## src/rtl/ritc_phase_scan_accumulator_pkg.sv

```systemverilog
// ---------------------------------------------------------------------------
// ritc_phase_scan_accumulator_pkg
// Shared definitions for the phase-scan accumulator: FSM state encoding,
// the bit-select map of the 40 scannable phase-scanner bits and the default
// maximum log2 sample count.
// ---------------------------------------------------------------------------
package ritc_phase_scan_accumulator_pkg;

    localparam int MAX_LOG2   = 12;
    localparam int SCAN_NBITS = 40;
    localparam int SEL_W      = 6;

    // sel_i ranges: CLK_Q[2:0], CH0_Q[11:0], CH1_Q[11:0], CH2_Q[11:0], VCDL_Q
    localparam int CLK_BASE = 0;
    localparam int CH0_BASE = 3;
    localparam int CH1_BASE = 15;
    localparam int CH2_BASE = 27;
    localparam int VCDL_IDX = 39;

    typedef enum logic [2:0] {
        ST_IDLE,
        ST_REQ,
        ST_SETTLE,
        ST_ACCUM,
        ST_DONE
    } scan_state_e;

    // Limit the requested log2 sample count to what the accumulator can hold.
    function automatic logic [3:0] clamp_log2(input logic [3:0] n, input logic [3:0] max_n);
        return (n > max_n) ? max_n : n;
    endfunction

endpackage

```

## src/rtl/ritc_scan_bit_mux.sv

```systemverilog
// ---------------------------------------------------------------------------
// ritc_scan_bit_mux
// Combinational selector: picks one of the 40 resynced phase-scanner bits.
// Ports:
//   i_sel      bit index (0-39); out-of-range indices yield 0
//   i_clk_q    CLK_Q[2:0]
//   i_ch0_q    CH0_Q[11:0]
//   i_ch1_q    CH1_Q[11:0]
//   i_ch2_q    CH2_Q[11:0]
//   i_vcdl_q   VCDL_Q
//   o_bit      selected bit
// ---------------------------------------------------------------------------
module ritc_scan_bit_mux
    import ritc_phase_scan_accumulator_pkg::*;
(
    input  logic [SEL_W-1:0] i_sel,
    input  logic [2:0]       i_clk_q,
    input  logic [11:0]      i_ch0_q,
    input  logic [11:0]      i_ch1_q,
    input  logic [11:0]      i_ch2_q,
    input  logic             i_vcdl_q,
    output logic             o_bit
);

    localparam logic [SEL_W-1:0] NB_SEL = SEL_W'(SCAN_NBITS);

    logic [SCAN_NBITS-1:0] w_bits;

    always_comb begin
        w_bits                  = '0;
        w_bits[CLK_BASE +: 3]   = i_clk_q;
        w_bits[CH0_BASE +: 12]  = i_ch0_q;
        w_bits[CH1_BASE +: 12]  = i_ch1_q;
        w_bits[CH2_BASE +: 12]  = i_ch2_q;
        w_bits[VCDL_IDX]        = i_vcdl_q;
    end

    always_comb begin
        o_bit = 1'b0;
        if (i_sel < NB_SEL)
            o_bit = w_bits[i_sel];
    end

endmodule

```

## src/rtl/ritc_phase_scan_accumulator.sv

```systemverilog
// ---------------------------------------------------------------------------
// ritc_phase_scan_accumulator
// On a start request, pulses the phase scanner, waits a programmable settle
// time, then counts how many of 2^n consecutive samples of one selected
// scanner bit are '1'.
// Ports:
//   user_clk_i / user_rst_n_i   clock, async active-low reset
//   start_i, abort_i            scan request / cancel
//   sel_i, nsamp_log2_i,        bit select, log2 sample count (clamped),
//   settle_i                    settle cycles (all latched at start)
//   CLK_Q_i..VCDL_Q_i           resynced scanner samples
//   scan_o                      one-cycle pulse to the scanner
//   busy_o                      scan in progress (scan_o cycle .. done_o cycle)
//   done_o, count_o             completion pulse and '1'-sample count
//   sel_err_o                   pulse when a start carried an invalid sel_i
// ---------------------------------------------------------------------------
module ritc_phase_scan_accumulator #(
    parameter int MAX_LOG2 = 12,
    parameter int NBITS    = 40
) (
    input  logic              user_clk_i,
    input  logic              user_rst_n_i,
    input  logic              start_i,
    input  logic              abort_i,
    input  logic [5:0]        sel_i,
    input  logic [3:0]        nsamp_log2_i,
    input  logic [7:0]        settle_i,
    input  logic [2:0]        CLK_Q_i,
    input  logic [11:0]       CH0_Q_i,
    input  logic [11:0]       CH1_Q_i,
    input  logic [11:0]       CH2_Q_i,
    input  logic              VCDL_Q_i,
    output logic              scan_o,
    output logic              busy_o,
    output logic              done_o,
    output logic [MAX_LOG2:0] count_o,
    output logic              sel_err_o
);

    import ritc_phase_scan_accumulator_pkg::*;

    localparam int AW = MAX_LOG2 + 1;
    // Counter serves both the settle wait (8-bit) and the sample window.
    localparam int CW = (MAX_LOG2 > 8) ? MAX_LOG2 : 8;
    localparam logic [5:0] NBITS_SEL = 6'(NBITS);
    localparam logic [3:0] MAXL      = 4'(MAX_LOG2);

    scan_state_e     r_state, w_state_nxt;
    logic [5:0]      r_sel;
    logic [3:0]      r_nlog2;
    logic [7:0]      r_settle;
    logic [CW-1:0]   r_cnt;
    logic [AW-1:0]   r_acc;
    logic [AW-1:0]   r_count;
    logic            r_sel_err;

    logic            w_bit;
    logic            w_start_ok;
    logic            w_start_bad;
    logic [CW-1:0]   w_accum_len;
    logic [AW-1:0]   w_acc_sum;

    // The mux reads the latched select but the live samples.
    ritc_scan_bit_mux u_bit_mux (
        .i_sel    (r_sel),
        .i_clk_q  (CLK_Q_i),
        .i_ch0_q  (CH0_Q_i),
        .i_ch1_q  (CH1_Q_i),
        .i_ch2_q  (CH2_Q_i),
        .i_vcdl_q (VCDL_Q_i),
        .o_bit    (w_bit)
    );

    assign w_start_ok  = (r_state == ST_IDLE) && start_i && (sel_i < NBITS_SEL);
    assign w_start_bad = (r_state == ST_IDLE) && start_i && !(sel_i < NBITS_SEL);
    // Count loaded as (cycles - 1) so the exit condition is r_cnt == 0.
    assign w_accum_len = CW'((32'd1 << r_nlog2) - 32'd1);
    assign w_acc_sum   = r_acc + AW'(w_bit);

    always_ff @(posedge user_clk_i or negedge user_rst_n_i) begin
        if (!user_rst_n_i)
            r_state <= ST_IDLE;
        else
            r_state <= w_state_nxt;
    end

    always_comb begin
        w_state_nxt = r_state;
        case (r_state)
            ST_IDLE:   if (w_start_ok) w_state_nxt = ST_REQ;
            ST_REQ:    w_state_nxt = (r_settle == '0) ? ST_ACCUM : ST_SETTLE;
            ST_SETTLE: if (r_cnt == '0) w_state_nxt = ST_ACCUM;
            ST_ACCUM:  if (r_cnt == '0) w_state_nxt = ST_DONE;
            ST_DONE:   w_state_nxt = ST_IDLE;
            default:   w_state_nxt = ST_IDLE;
        endcase
        // Abort overrides every transition; start+abort in IDLE still starts.
        if (abort_i && (r_state != ST_IDLE))
            w_state_nxt = ST_IDLE;
    end

    always_ff @(posedge user_clk_i or negedge user_rst_n_i) begin
        if (!user_rst_n_i) begin
            r_sel     <= '0;
            r_nlog2   <= '0;
            r_settle  <= '0;
            r_cnt     <= '0;
            r_acc     <= '0;
            r_count   <= '0;
            r_sel_err <= 1'b0;
        end else begin
            r_sel_err <= w_start_bad;

            if (w_start_ok) begin
                r_sel    <= sel_i;
                r_nlog2  <= clamp_log2(nsamp_log2_i, MAXL);
                r_settle <= settle_i;
            end

            if ((r_state == ST_REQ) && (w_state_nxt == ST_SETTLE)) begin
                r_cnt <= CW'(r_settle) - CW'(1);
            end else if ((r_state != ST_ACCUM) && (w_state_nxt == ST_ACCUM)) begin
                r_cnt <= w_accum_len;
                r_acc <= '0;
            end else if ((r_state == ST_SETTLE) || (r_state == ST_ACCUM)) begin
                r_cnt <= r_cnt - CW'(1);
            end

            if (r_state == ST_ACCUM)
                r_acc <= w_acc_sum;

            // Capture includes the final sample so count_o is valid during done_o.
            if ((r_state == ST_ACCUM) && (w_state_nxt == ST_DONE))
                r_count <= w_acc_sum;
        end
    end

    assign scan_o    = (r_state == ST_REQ);
    assign busy_o    = (r_state != ST_IDLE);
    assign done_o    = (r_state == ST_DONE);
    assign count_o   = r_count;
    assign sel_err_o = r_sel_err;

endmodule

```

## config.mk

```make
export PLATFORM = sky130hd
export DESIGN_NAME = ritc_phase_scan_accumulator
export DESIGN_NICKNAME = d
export VERILOG_FILES = /design/src/rtl/ritc_phase_scan_accumulator_pkg.sv /design/src/rtl/ritc_scan_bit_mux.sv /design/src/rtl/ritc_phase_scan_accumulator.sv
export SDC_FILE = /design/constraint.sdc
export NUM_CORES = 1
export LEC_CHECK = 0
export ABC_AREA = 1
export BUFFER_PORTS_ARGS = -buffer_cell sky130_fd_sc_hd__buf_4
export CELL_PAD_IN_SITES_DETAIL_PLACEMENT = 1
export CELL_PAD_IN_SITES_GLOBAL_PLACEMENT = 1
export CORE_MARGIN = 8
export CORE_UTILIZATION = 43
export DETAILED_ROUTE_END_ITERATION = 8
export PLACE_DENSITY_LB_ADDON = 0.1
export SETUP_SLACK_MARGIN = 0.4
export SYNTH_ARGS = -nofsm -noshare
export SYNTH_HDL_FRONTEND = slang
export SYNTH_HIERARCHICAL = 1
export SYNTH_SLANG_ARGS = --single-unit
```

## constraint.sdc

```tcl
create_clock -name user_clk_i -period 3.6 [get_ports user_clk_i]
set_input_delay 0.18 -clock user_clk_i [delete_from_list [all_inputs] [get_ports user_clk_i]]
set_output_delay 0.18 -clock user_clk_i [all_outputs]
set_load 0.01 [all_outputs]
```

==> flow_summary.ini <==
[outcome]
status = finished clean

[floorplan]
io_pins = 79
fp.dieArea_mm2 = 0.01255
num_rows = 35
start_util_pct = 43.54
coreArea_mm2 = 0.009109
die_x_um = 112.0
die_y_um = 112.0

[yosys]
ys_warn_count = 6
synth_area_leaders = dfrtp_1, nand2_1, inv_1
synthArstFlopShare_pct = 100.0
synth-main-ff-cell = dfrtp_1
synth_enable_flop_cells = 0
syn_nets = 597
synth_area_leader_cell = dfrtp_1
synthesis.area_mm2 = 0.003966
avgSynthCellArea_um2 = 7.484
ys_seq_elements = 60
synth_top_area_share_pct = 37.85
ys_types = 44
yosysSeqAreaShare_pct = 37.85
syn-instance-count = 530

[routing]
drt_iter0_markers = 141
wl_met3_um = 503
avgRoutedWirePerCell_um = 16.60
wl_met2_mm = 6.199
ant_nets = 0
drcViolationCount = 0
wl_met1_mm = 5.023
maxUsedRoutingLayer = met4
first_pass_iters = 4
avgViaCountPerCell = 5.241
wl_mm = 11.99
vias = 3784

[cells_and_area]
area_growth_pct = 21.04
layout.nets = 673
diodes = 0
drive_above_1_share_pct = 25.20
final-seq-area_mm2 = 0.001504
finish.instance_area_mm2 = 0.004801
multi_input_area_mm2 = 0.002083
fillCellCount = 1185

[clock_network]
clk_pin_slew_ns = 0.09
cts_tree = yes
cts_buffers = 9
cts_post_setup_buffers_inserted = 0
cts_max_path_buffers = 2
root_buffer = clkbuf_8
clock_sinks = 60
clk-insertion-delay-late_ns = 0.36
cts_max_level = 3

[place]
placed_area_mm2 = 0.004602
dp_hpwl_mm = 9.135
gp_routability_congestion = 0.8523
port_buffers = 78
place_ws_ns = 0.5972

[timing]
relSlewSlack_pct = 47.76
setup_viol = 0
min_period_ns = 2.929
hold_viol = 0
skew_ns = 0.01639
rsz0062_at_grt = no
tightest_slew_ns = 0.7836
finalMaxSlewViolations = 0
fin_crit_sh_pct = 81.37
fmax_ghz = 0.3414
fin_ws_ns = 0.6708
tns_ns = 0

[critical_path]
critPathRequiredTime_ns = 3.87
crit_path_max_fanout = 20
timing.critical_path.from = r_sel[0]$_DFFE_PN0P_
crit_path_start_kind = register
cp_data_arrival_time_ns = 3.20
critPathKind = reg2reg
cp-end-kind = register
r2r-start = r_sel[0]$_DFFE_PN0P_

[pwr]
cellLeakagePower_nw = 2.382
ir_drop_uv = 337.8
cellPowerDensity_mw_per_mm2 = 749.1

[global_route]
grt-ovfl-total = 0
antenna_found_initial = 0
grt_pass1_vias = 4178
track_usage_pct = 19.89
grt_max_degree = 61
grt_pass1_wl_mm = 20.39

[min_path]
hp-class = in2reg
holdCritStartpoint = settle_i[4]

[run]
cap_violations = 0
[sequential cells by signal (all words and copies together), names as in the netlist]
signal,count
r_acc,13
r_state,3
sel_err_o,1
r_settle,8
r_cnt,12
r_sel,6
r_nlog2,4
count_o,13
[layer usage]
metal	vias up	track usage (%)
li1	1871	-
met1	1817	22.49
met2	71	35.90
met3	25	4.133
met4	0	7.824
met5	-	0
[worst max-delay path, cell delays in order (launching register included)]
cell and delay, ns:
dfrtp_2 0.46, clkinv_2 0.22, nand2_1 0.09, nand3_1 0.08, nand3_1 0.08, nand2_1 0.07, nand2_1 0.06, nand3b_1 0.07
nand3_1 0.07, nand2_1 0.06, ha_1 0.17, nand3_1 0.13, nor3_1 0.31, inv_1 0.11, nor3_1 0.30, nand2_1 0.13
xor2_1 0.18, inv_1 0.08, o22ai_1 0.15
[synthesized netlist by cell type (5+ instances only)]
cell type	n
nand2_2	14
o21ai_0	31
a21oi_1	10
inv_2	7
o22ai_1	11
xor2_1	14
nand4_1	13
dfrtp_1	60
ha_1	5
inv_1	61
nand3_1	43
nand2_1	128
clkbuf_1	5
buf_2	5
o21ai_1	9
nor2_1	47
buf_6	5
mux2_2	6
nor3_1	12
nand3_2	5
[path summary, 6_finish.rpt]
| check | slack (ns) | cells after the start | end |
|---|---|---|---|
| max | 0.67 | 18 | r_acc[11]$_DFFE_PN0P_ |
| min | 0.02 | 3 | r_settle[4]$_DFFE_PN0P_ |
| max reg2reg | 0.67 | 18 | r_acc[11]$_DFFE_PN0P_ |
| min reg2reg | 0.47 | 2 | count_o[0]$_DFFE_PN0P_ |
| max in group asynchronous | 2.59 | 2 | r_sel[0]$_DFFE_PN0P_ |
| min in group asynchronous | 0.43 | 2 | count_o[9]$_DFFE_PN0P_ |
[cell type report]
type	instances	share of cell area, %
multi-input combinational	381	43.39
clock buffer	9	2.580
sequential	60	31.33
timing repair buffer	83	13.03
clock inverter	7	1.173
inverter	71	5.603
tap	111	2.893
[timing repair]
action,4_1_cts,5_1_grt
gates resized for setup,0,4
hold buffers,1,0
hold endpoints to repair,60,0
setup endpoints to repair,0,5
[cell families after synthesis]
logic type / count (synthesis) / synth area share [%]
compound gates: 70 / 10.25
xor+xnor: 16 / 3.533
fa+ha+maj: 5 / 1.577
buf+inv: 89 / 9.747
flops: 60 / 37.85
mux: 6 / 1.703
simple gates: 284 / 35.33
[layout by cell type (no fill, tap or decap), types with 3 or more instances in the layout]
cell / n
a21oi_1: 10
buf_4: 82
clkbuf_8: 9
clkinv_2: 3
dfrtp_1: 58
ha_1: 5
inv_1: 61
inv_2: 6
inv_6: 4
mux2_2: 6
nand2_1: 128
nand2_2: 14
nand2_4: 3
nand3_1: 43
nand3_2: 5
nand4_1: 13
nor2_1: 47
nor2_2: 4
nor2_4: 3
nor3_1: 11
o21ai_0: 31
o21ai_1: 9
o22ai_1: 11
xor2_1: 14
[report_power, final]
part	internal, mW	leakage [nW]	switching (mW)
Sequential	0.881	0.761	0.194
Combinational	0.682	1.53	1.26
Clock	0.259	0.0910	0.318
[per-stage QoR]
| stage | hold WS (ns) | util (%) | std cells | power [mW] |
|---|---|---|---|---|
| after floorplan | -0.1156 | - | 530 | 2.566 |
| after global placement | 0.3059 | 50.52 | 705 | 2.937 |
| after detailed placement | 0.3080 | 50.52 | 705 | 3.020 |
| after CTS | 0.02060 | 52.61 | 722 | 3.625 |
| after global routing | 0.04500 | 52.71 | 722 | 3.919 |
| final | 0.02397 | 52.71 | 722 | 3.596 |
No activity file was read; power rests on OpenSTA's default activity.
